## config.mk

```make
export PLATFORM = sky130hd
export DESIGN_NAME = freq_bcd_conv
export DESIGN_NICKNAME = d
export VERILOG_FILES = /design/src/rtl/freq_disp_pkg.sv /design/src/rtl/bcd_digit_adj.sv /design/src/rtl/freq_bcd_conv.sv
export SDC_FILE = /design/constraint.sdc
export NUM_CORES = 1
export LEC_CHECK = 0
export CAP_MARGIN = 20
export CORE_AREA = 2 2 118 120
export DETAILED_ROUTE_END_ITERATION = 8
export DIE_AREA = 0 0 120 122
export DONT_BUFFER_PORTS = 1
export GPL_TIMING_DRIVEN = 0
export PLACE_DENSITY = 0.58
export SLEW_MARGIN = 20
export SYNTH_ARGS = -nofsm -noshare
export SYNTH_HDL_FRONTEND = slang
export SYNTH_SLANG_ARGS = --single-unit
```

## constraint.sdc

```tcl
create_clock -name clk_100kHz -period 1.65 [get_ports clk_100kHz]
set_input_delay 0.0825 -clock clk_100kHz [delete_from_list [all_inputs] [get_ports clk_100kHz]]
set_output_delay 0.0825 -clock clk_100kHz [all_outputs]
set_load 0.05 [all_outputs]
```

## src/rtl/freq_disp_pkg.sv

```systemverilog
// Shared types and defaults for the frequency display path (binary-to-BCD conversion).
package freq_disp_pkg;

    localparam int BIN_W_DEF  = 32;
    localparam int DIGITS_DEF = 10;

    typedef enum logic [1:0] {
        ST_IDLE  = 2'd0,
        ST_SHIFT = 2'd1,
        ST_DONE  = 2'd2
    } state_e;

    typedef logic [3:0] bcd_digit_t;

endpackage

```

## src/rtl/bcd_digit_adj.sv

```systemverilog
// Double-dabble digit correction: a BCD digit of 5 or more gets +3 before the next shift.
module bcd_digit_adj
    import freq_disp_pkg::*;
(
    input  bcd_digit_t dig_i,
    output bcd_digit_t dig_o
);

    // Add 3 so the following left shift carries into the next decimal digit
    always_comb begin
        if (dig_i >= 4'd5) begin
            dig_o = dig_i + 4'd3;
        end else begin
            dig_o = dig_i;
        end
    end

endmodule

```

## src/rtl/freq_bcd_conv.sv

```systemverilog
// Sequential double-dabble binary-to-BCD converter, one shift per clock, start/busy/done handshake.
// Optional leading-zero blank mask enabled by defining FREQ_BCD_LZ_BLANK_EN.
module freq_bcd_conv
    import freq_disp_pkg::*;
#(
    parameter int BIN_W  = BIN_W_DEF,
    parameter int DIGITS = DIGITS_DEF
) (
    input  logic                  clk_100kHz,
    input  logic                  rst_,
    input  logic                  start,
    input  logic [BIN_W-1:0]      bin_in,
    output logic                  busy,
    output logic                  done,
    output logic [4*DIGITS-1:0]   bcd_out,
    output logic [DIGITS-1:0]     blank
);

    localparam int CNT_W = $clog2(BIN_W + 1);
    localparam int ACC_W = 4 * DIGITS;

    state_e             state_q;
    logic [BIN_W-1:0]   sh_q;
    logic [BIN_W-1:0]   sh_d;
    logic [ACC_W-1:0]   acc_q;
    logic [ACC_W-1:0]   acc_d;
    logic [ACC_W-1:0]   adj_s;
    logic [ACC_W-1:0]   bcd_q;
    logic [CNT_W-1:0]   cnt_q;
    logic               busy_q;
    logic               done_q;

    for (genvar g = 0; g < DIGITS; g++) begin : g_adj
        bcd_digit_adj u_adj (
            .dig_i (acc_q[4*g +: 4]),
            .dig_o (adj_s[4*g +: 4])
        );
    end

    // Corrected accumulator and shift register move left as one long register
    always_comb begin
        {acc_d, sh_d} = {adj_s, sh_q} << 1;
    end

    // Conversion FSM; outputs are registered and only updated in DONE
    always_ff @(posedge clk_100kHz) begin
        if (!rst_) begin
            state_q <= ST_IDLE;
            sh_q    <= '0;
            acc_q   <= '0;
            bcd_q   <= '0;
            cnt_q   <= '0;
            busy_q  <= 1'b0;
            done_q  <= 1'b0;
        end else begin
            done_q <= 1'b0;
            case (state_q)
                ST_IDLE: begin
                    if (start) begin
                        sh_q    <= bin_in;
                        acc_q   <= '0;
                        cnt_q   <= '0;
                        busy_q  <= 1'b1;
                        state_q <= ST_SHIFT;
                    end
                end
                ST_SHIFT: begin
                    sh_q  <= sh_d;
                    acc_q <= acc_d;
                    cnt_q <= cnt_q + CNT_W'(1);
                    if (cnt_q == CNT_W'(BIN_W - 1)) begin
                        state_q <= ST_DONE;
                    end
                end
                ST_DONE: begin
                    bcd_q   <= acc_q;
                    done_q  <= 1'b1;
                    busy_q  <= 1'b0;
                    state_q <= ST_IDLE;
                end
                default: begin
                    busy_q  <= 1'b0;
                    state_q <= ST_IDLE;
                end
            endcase
        end
    end

`ifdef FREQ_BCD_LZ_BLANK_EN
    logic [DIGITS-1:0] blank_d;
    logic [DIGITS-1:0] blank_q;
    logic              zero_run_s;

    // A digit is blanked when it and every digit above it are zero; units never blank
    always_comb begin
        blank_d    = '0;
        zero_run_s = 1'b1;
        for (int i = DIGITS - 1; i >= 1; i--) begin
            zero_run_s = zero_run_s & (acc_q[4*i +: 4] == 4'd0);
            blank_d[i] = zero_run_s;
        end
    end

    // Blank mask loads together with bcd_out
    always_ff @(posedge clk_100kHz) begin
        if (!rst_) begin
            blank_q <= '0;
        end else if (state_q == ST_DONE) begin
            blank_q <= blank_d;
        end else begin
            blank_q <= blank_q;
        end
    end

    assign blank = blank_q;
`else
    assign blank = '0;
`endif

    assign busy    = busy_q;
    assign done    = done_q;
    assign bcd_out = bcd_q;

endmodule

```

[Word level (Yosys, flattened, before mapping)]
Index checks and enable logic that the tools add are counted.
Storage, ports and cells
  flip-flop bits (word level): 122
  bits in latches: 0
  RAM bits: 0
  memory bits (read-only): 0
  input bits: 35
  logic and storage cells: 61
  memories: 0
Operators by class
  add/sub/neg operators: 11
  multiply operators: 0
  div/mod/pow operators: 0
  order comparisons: 10
  equality and inequality tests: 5
  shift operators: 0
  mux-type cells: 22
  bitwise logic cells: 1
  reductions and logical operators: 5
Operator list (count)
  40-bit one-hot mux with 2 select lines: 1
  32-bit one-hot mux with 2 select lines: 1
  4-bit by 3-bit greater-or-equal comparator with 1-bit output, second input constant: 10
  40-bit two-way mux: 1
  4-bit by 2-bit adder with 4-bit output, second input constant: 9
  4-bit two-way mux: 9
  32-bit two-way mux: 1
  6-bit one-hot mux with 2 select lines: 1
  6-bit by 1-bit adder with 6-bit output, second input constant: 1
  6-bit by 5-bit equality test with 1-bit output, second input constant: 1
  6-bit two-way mux: 1
  2-bit AND reduction: 3
  2-bit two-way mux: 2
  2-bit inequality test, second input constant: 2
  2-bit one-hot mux with 2 select lines: 1
  3-bit by 2-bit adder with 3-bit output, second input constant: 1
  3-bit two-way mux: 1
  2-bit by 1-bit equality test with 1-bit output, second input constant: 1
  2-bit equality test, second input constant: 1
  2-bit zero test: 1
  1-bit two-way mux: 2
  1-bit one-hot mux with 2 select lines: 1
  2-bit nonzero test: 1
  1-bit NOT: 1

[Longest topological paths before layout]
  depth after elaboration: 3
  depth in mapped cells: 6
  mapped depth without buffers: 5

[By module]
Synthesis repeated with hierarchy kept, for this count alone.
Second synthesis, totals
  cell total of the unflattened synthesis: 648
  area, all modules: 5615.4 um2
By module, submodules not included
  freq_bcd_conv: times used 1, cells each 488, area each 4601.9 um2
  bcd_digit_adj: times used 10, cells each 16, area each 101.3 um2

[Least setup slack after synthesis]
Ideal clock, no wire load.
  kind: reg2reg
  start: register state_q[0]
  end: register sh_q[17]
  library setup time: 0.119 ns
  arrival: 1.179 ns
  data required time: 1.531 ns
  slack: 0.352 ns
  stages on the path, launching flop included: 6
  path buffers: 3
  period minus slack after synthesis: 1.298 ns
  cells stage by stage: dfxtp_1 buf_2 o21ba_1 buf_2 buf_2 o221a_2
Between the ends
  cells in the longest elaborated chain, start to end: 3
RTL lines
  from (decl): line freq_bcd_conv.sv:22  | state_e state_q;
  from (signal assigned): line freq_bcd_conv.sv:48  | state_q <= ST_IDLE;
  from (signal assigned): line freq_bcd_conv.sv:64  | state_q <= ST_SHIFT;
  from (signal assigned): line freq_bcd_conv.sv:72  | state_q <= ST_DONE;
  2-bit by 1-bit equality test with 1-bit output or 2-bit zero test (tied branches): line freq_bcd_conv.sv:57  | case (state_q)
  2-bit nonzero test (no line) or 2-bit inequality test (tied branches)
  2-bit AND reduction (no line)
  to (signal assigned): line freq_bcd_conv.sv:60  | sh_q <= bin_in;
  to (decl): line freq_bcd_conv.sv:23  | logic [BIN_W-1:0] sh_q;
Parallel ways exist; a longest one is shown, timed or not.
A chain may end at the register's enable or synchronous reset.

[Worst setup path after layout]
  start: register state_q[0]
  end: register bcd_q[33], in the netlist bcd_out[33]
Between the ends
  cells in the longest elaborated chain, start to end: 1
RTL lines
  2-bit equality test: line freq_bcd_conv.sv:57
  to (signal assigned): line freq_bcd_conv.sv:76  | bcd_q <= acc_q;
  to (decl): line freq_bcd_conv.sv:28  | logic [ACC_W-1:0] bcd_q;
No other way between the ends.

==> metrics <==
Placed Cells=roughly 900; Net Switching=approximately 0.0018 W; number of enable flip-flop cells after synthesis=0; Gate power share=0.077; share of the synthesized area in the top cell type=0.418; synth cell count leaders=140 x nand2_1, 122 x dfxtp_1, 63 x a21oi_1, 51 x nand3_1, 35 x nor2_1; P_leak=2.47 nW; RSZ-0062 raised after global routing=true; RR Startpoint=state_q[0]$_SDFFE_PN0P_; Worst-path clk slew=roughly 60 ps; achievable frequency=around 620 MHz; row count=43; switching share of total power=0.227; largest net degree at the start of global routing=17; pwr/cell area=1120 mW/mm2; clk_lat worst skew=420 ps; HP Start=bin_in[0]; Setup-failing EPs final=0; CP max FO=10; Sink Count=122; Crit Path Category=reg2reg; Routability Congestion=0.882; Post-synth ARST share=0; fin crit share=0.975; via count=5,160; layout overhead on the synthesized area=21.1%; final core occ=0.525; wire per inst=roughly 16 um; die height=between 100 and 150 um; Top FF cell, synth=dfxtp_1; number of iterations in the first detailed-routing pass=5; Seq/Total Area, Yosys=0.418; starting density of the core=0.433; VDD IR max=just over 0.7 mV; share of cells above drive strength 1=0.141; 1st-iter DRT viols=370; number of max-slew violations in the final report=0; residual overflow from global routing=0; die area=0.0146 mm2; GRT Resource Usage Total=0.214; Top Ports=between 80 and 90; Slew HR=0.514; first-pass GRT wire length=approximately 24,000 um; Antenna diodes=0; Synth area leader=dfxtp_1; Finished Layout Cells=roughly 940; clk_skew=about 9.1 ps; Worst-Margin Slew=roughly 730 ps; critical path launch point type=register; HPWL Detailed=10,300 um; Synth warnings=0; Mapped Cells=a little under 700; Avg Cell Area, Syn=between 8 and 9 um2; Placeable Area=roughly 0.014 mm2; #FFs+latches synth=122; Root Buffer=clkbuf_16; Routed WL=roughly 15,000 um; H-tree depth=4; TNS Setup=0 ps; CTS tree=built; top-count cell post-synth=nand2_1; setup ws final=a little over 40 ps; maximum clock path buffer count=2; via count of the first global-routing pass=a little over 5,000; initial antenna violation count=0; Internal=about 0.0061 W; worst path arrival time=just under 2000 ps; Crit. Startpoint=state_q[0]$_SDFFE_PN0P_; Min-Delay Path Class=in2reg; status=finished clean; fin crit period=around 1600 ps; Antenna Nets Post-Route=0; Clk pwr share=0.535; die extent in x=about 120 um; DP Worst Slack=-170 ps; Residual DRC=0; IO Port Bufs=0; Final Hold Fails=0; Cell Area, Synth=about 0.006 mm2; Final nets=around 810; Seq pwr share=0.388; Synth area leaders=dfxtp_1 42%, nand2_1 9.0%, a21oi_1 5.4%, a311oi_2 5.1%, ha_1 4.5%; via/cell ratio=roughly 5.5; CP Capture Type=register; total CTS buffers=17; max_cap viols=0; Critical Path RT=between 1500 and 2000 ps; count of cell types in the netlist=42
area by class of cell:
class | count | area (um2)
clock inverter | 12 | 220
multi-input combinational | 489 | 3000
tap | 180 | 225
clock buffer | 20 | 447
fill | 1253 | 6420
buffer | 70 | 382
timing repair buffer | 28 | 280
sequential | 122 | 2440
inverter | 23 | 86.3
registers in the layout, summed over array words and instances, names as in the netlist:
register  count
acc_q        40
bcd_out      40
sh_q         32
cnt_q         6
state_q       2
busy          1
done          1
final timing paths:
path / slack [ps] / endpoint / depth (start not counted)
setup / recovery: 40 / bcd_out[33]$_SDFFE_PN0P_ / 5
setup reg to reg: 40 / bcd_out[33]$_SDFFE_PN0P_ / 5
hold reg to reg: 480 / sh_q[19]$_SDFFE_PN0P_ / 2
hold / removal: 9 / sh_q[0]$_SDFFE_PN0P_ / 3
cell families after synthesis:
logic type | synth area share
AOI/OAI and AO/OA | 0.235
xor gates and xnor gates | 0.0135
adders and majority gates | 0.0449
buffers and inverters | 0.0772
DFF | 0.418
muxes | 0.00171
other | 0.000641
and+or+nand+nor | 0.210
power groups by stage:
stage               sequential [W]  combinational, W  clock [W]
global placement           0.00313          0.000533          0
global route               0.00308          0.000660    0.00445
CTS                        0.00307          0.000600    0.00428
floorplan                  0.00312          0.000425          0
finish                     0.00307          0.000610    0.00423
detailed placement         0.00313          0.000547          0
critical path: stages (launching register included):
cell and delay (ps):
dfxtp_1 360, nand2b_1 110, clkbuf_1 370, clkbuf_1 420
nand2_1 110, a21oi_1 160
cell usage in the layout (no fill, tap or decap), drive strengths merged, types with 3 or more instances in the layout:
cell and count:
nand3 51, conb 10, xor2 9, a2bb2oi 3
clkinv 5, a21oi 63, clkbuf 50, o31ai 9
inv 23, buf 40, nand2 140, o21ai 22
o221a 3, dfxtp 122, nor4b 10, a2111o 20
ha 21, dlygate4sd3 28, bufinv 6, nand2b 12
or2 10, nor2 35, o211ai 21, a311oi 29
what timing repair did:
| item | in CTS | in global routing |
|---|---|---|
| hold endpoints to repair | 28 | 0 |
| pin swaps | 0 | 0 |
| hold buffers | 28 | 0 |
| setup buffers | 0 | 0 |
| setup endpoints to repair | 30 | 93 |
| gates resized for setup | 3 | 20 |
| cloned | 0 | 0 |
through the flow:
stage                     area [um2]  total power, W  hold WS, ps
after global routing            7090         0.00819         54.1
after global placement          6110         0.00367          252
after CTS                       7060         0.00796         1.48
final                           7090         0.00792         9.41
after floorplan                 5880         0.00355          245
after detailed placement        6110         0.00368          262
layer usage:
layer	GRT usage	share of wire
met3	0.0581	0.060
met5	0	0
met4	0.109	0.027
met2	0.366	0.48
met1	0.245	0.44
(Power assumes the default switching activity.)
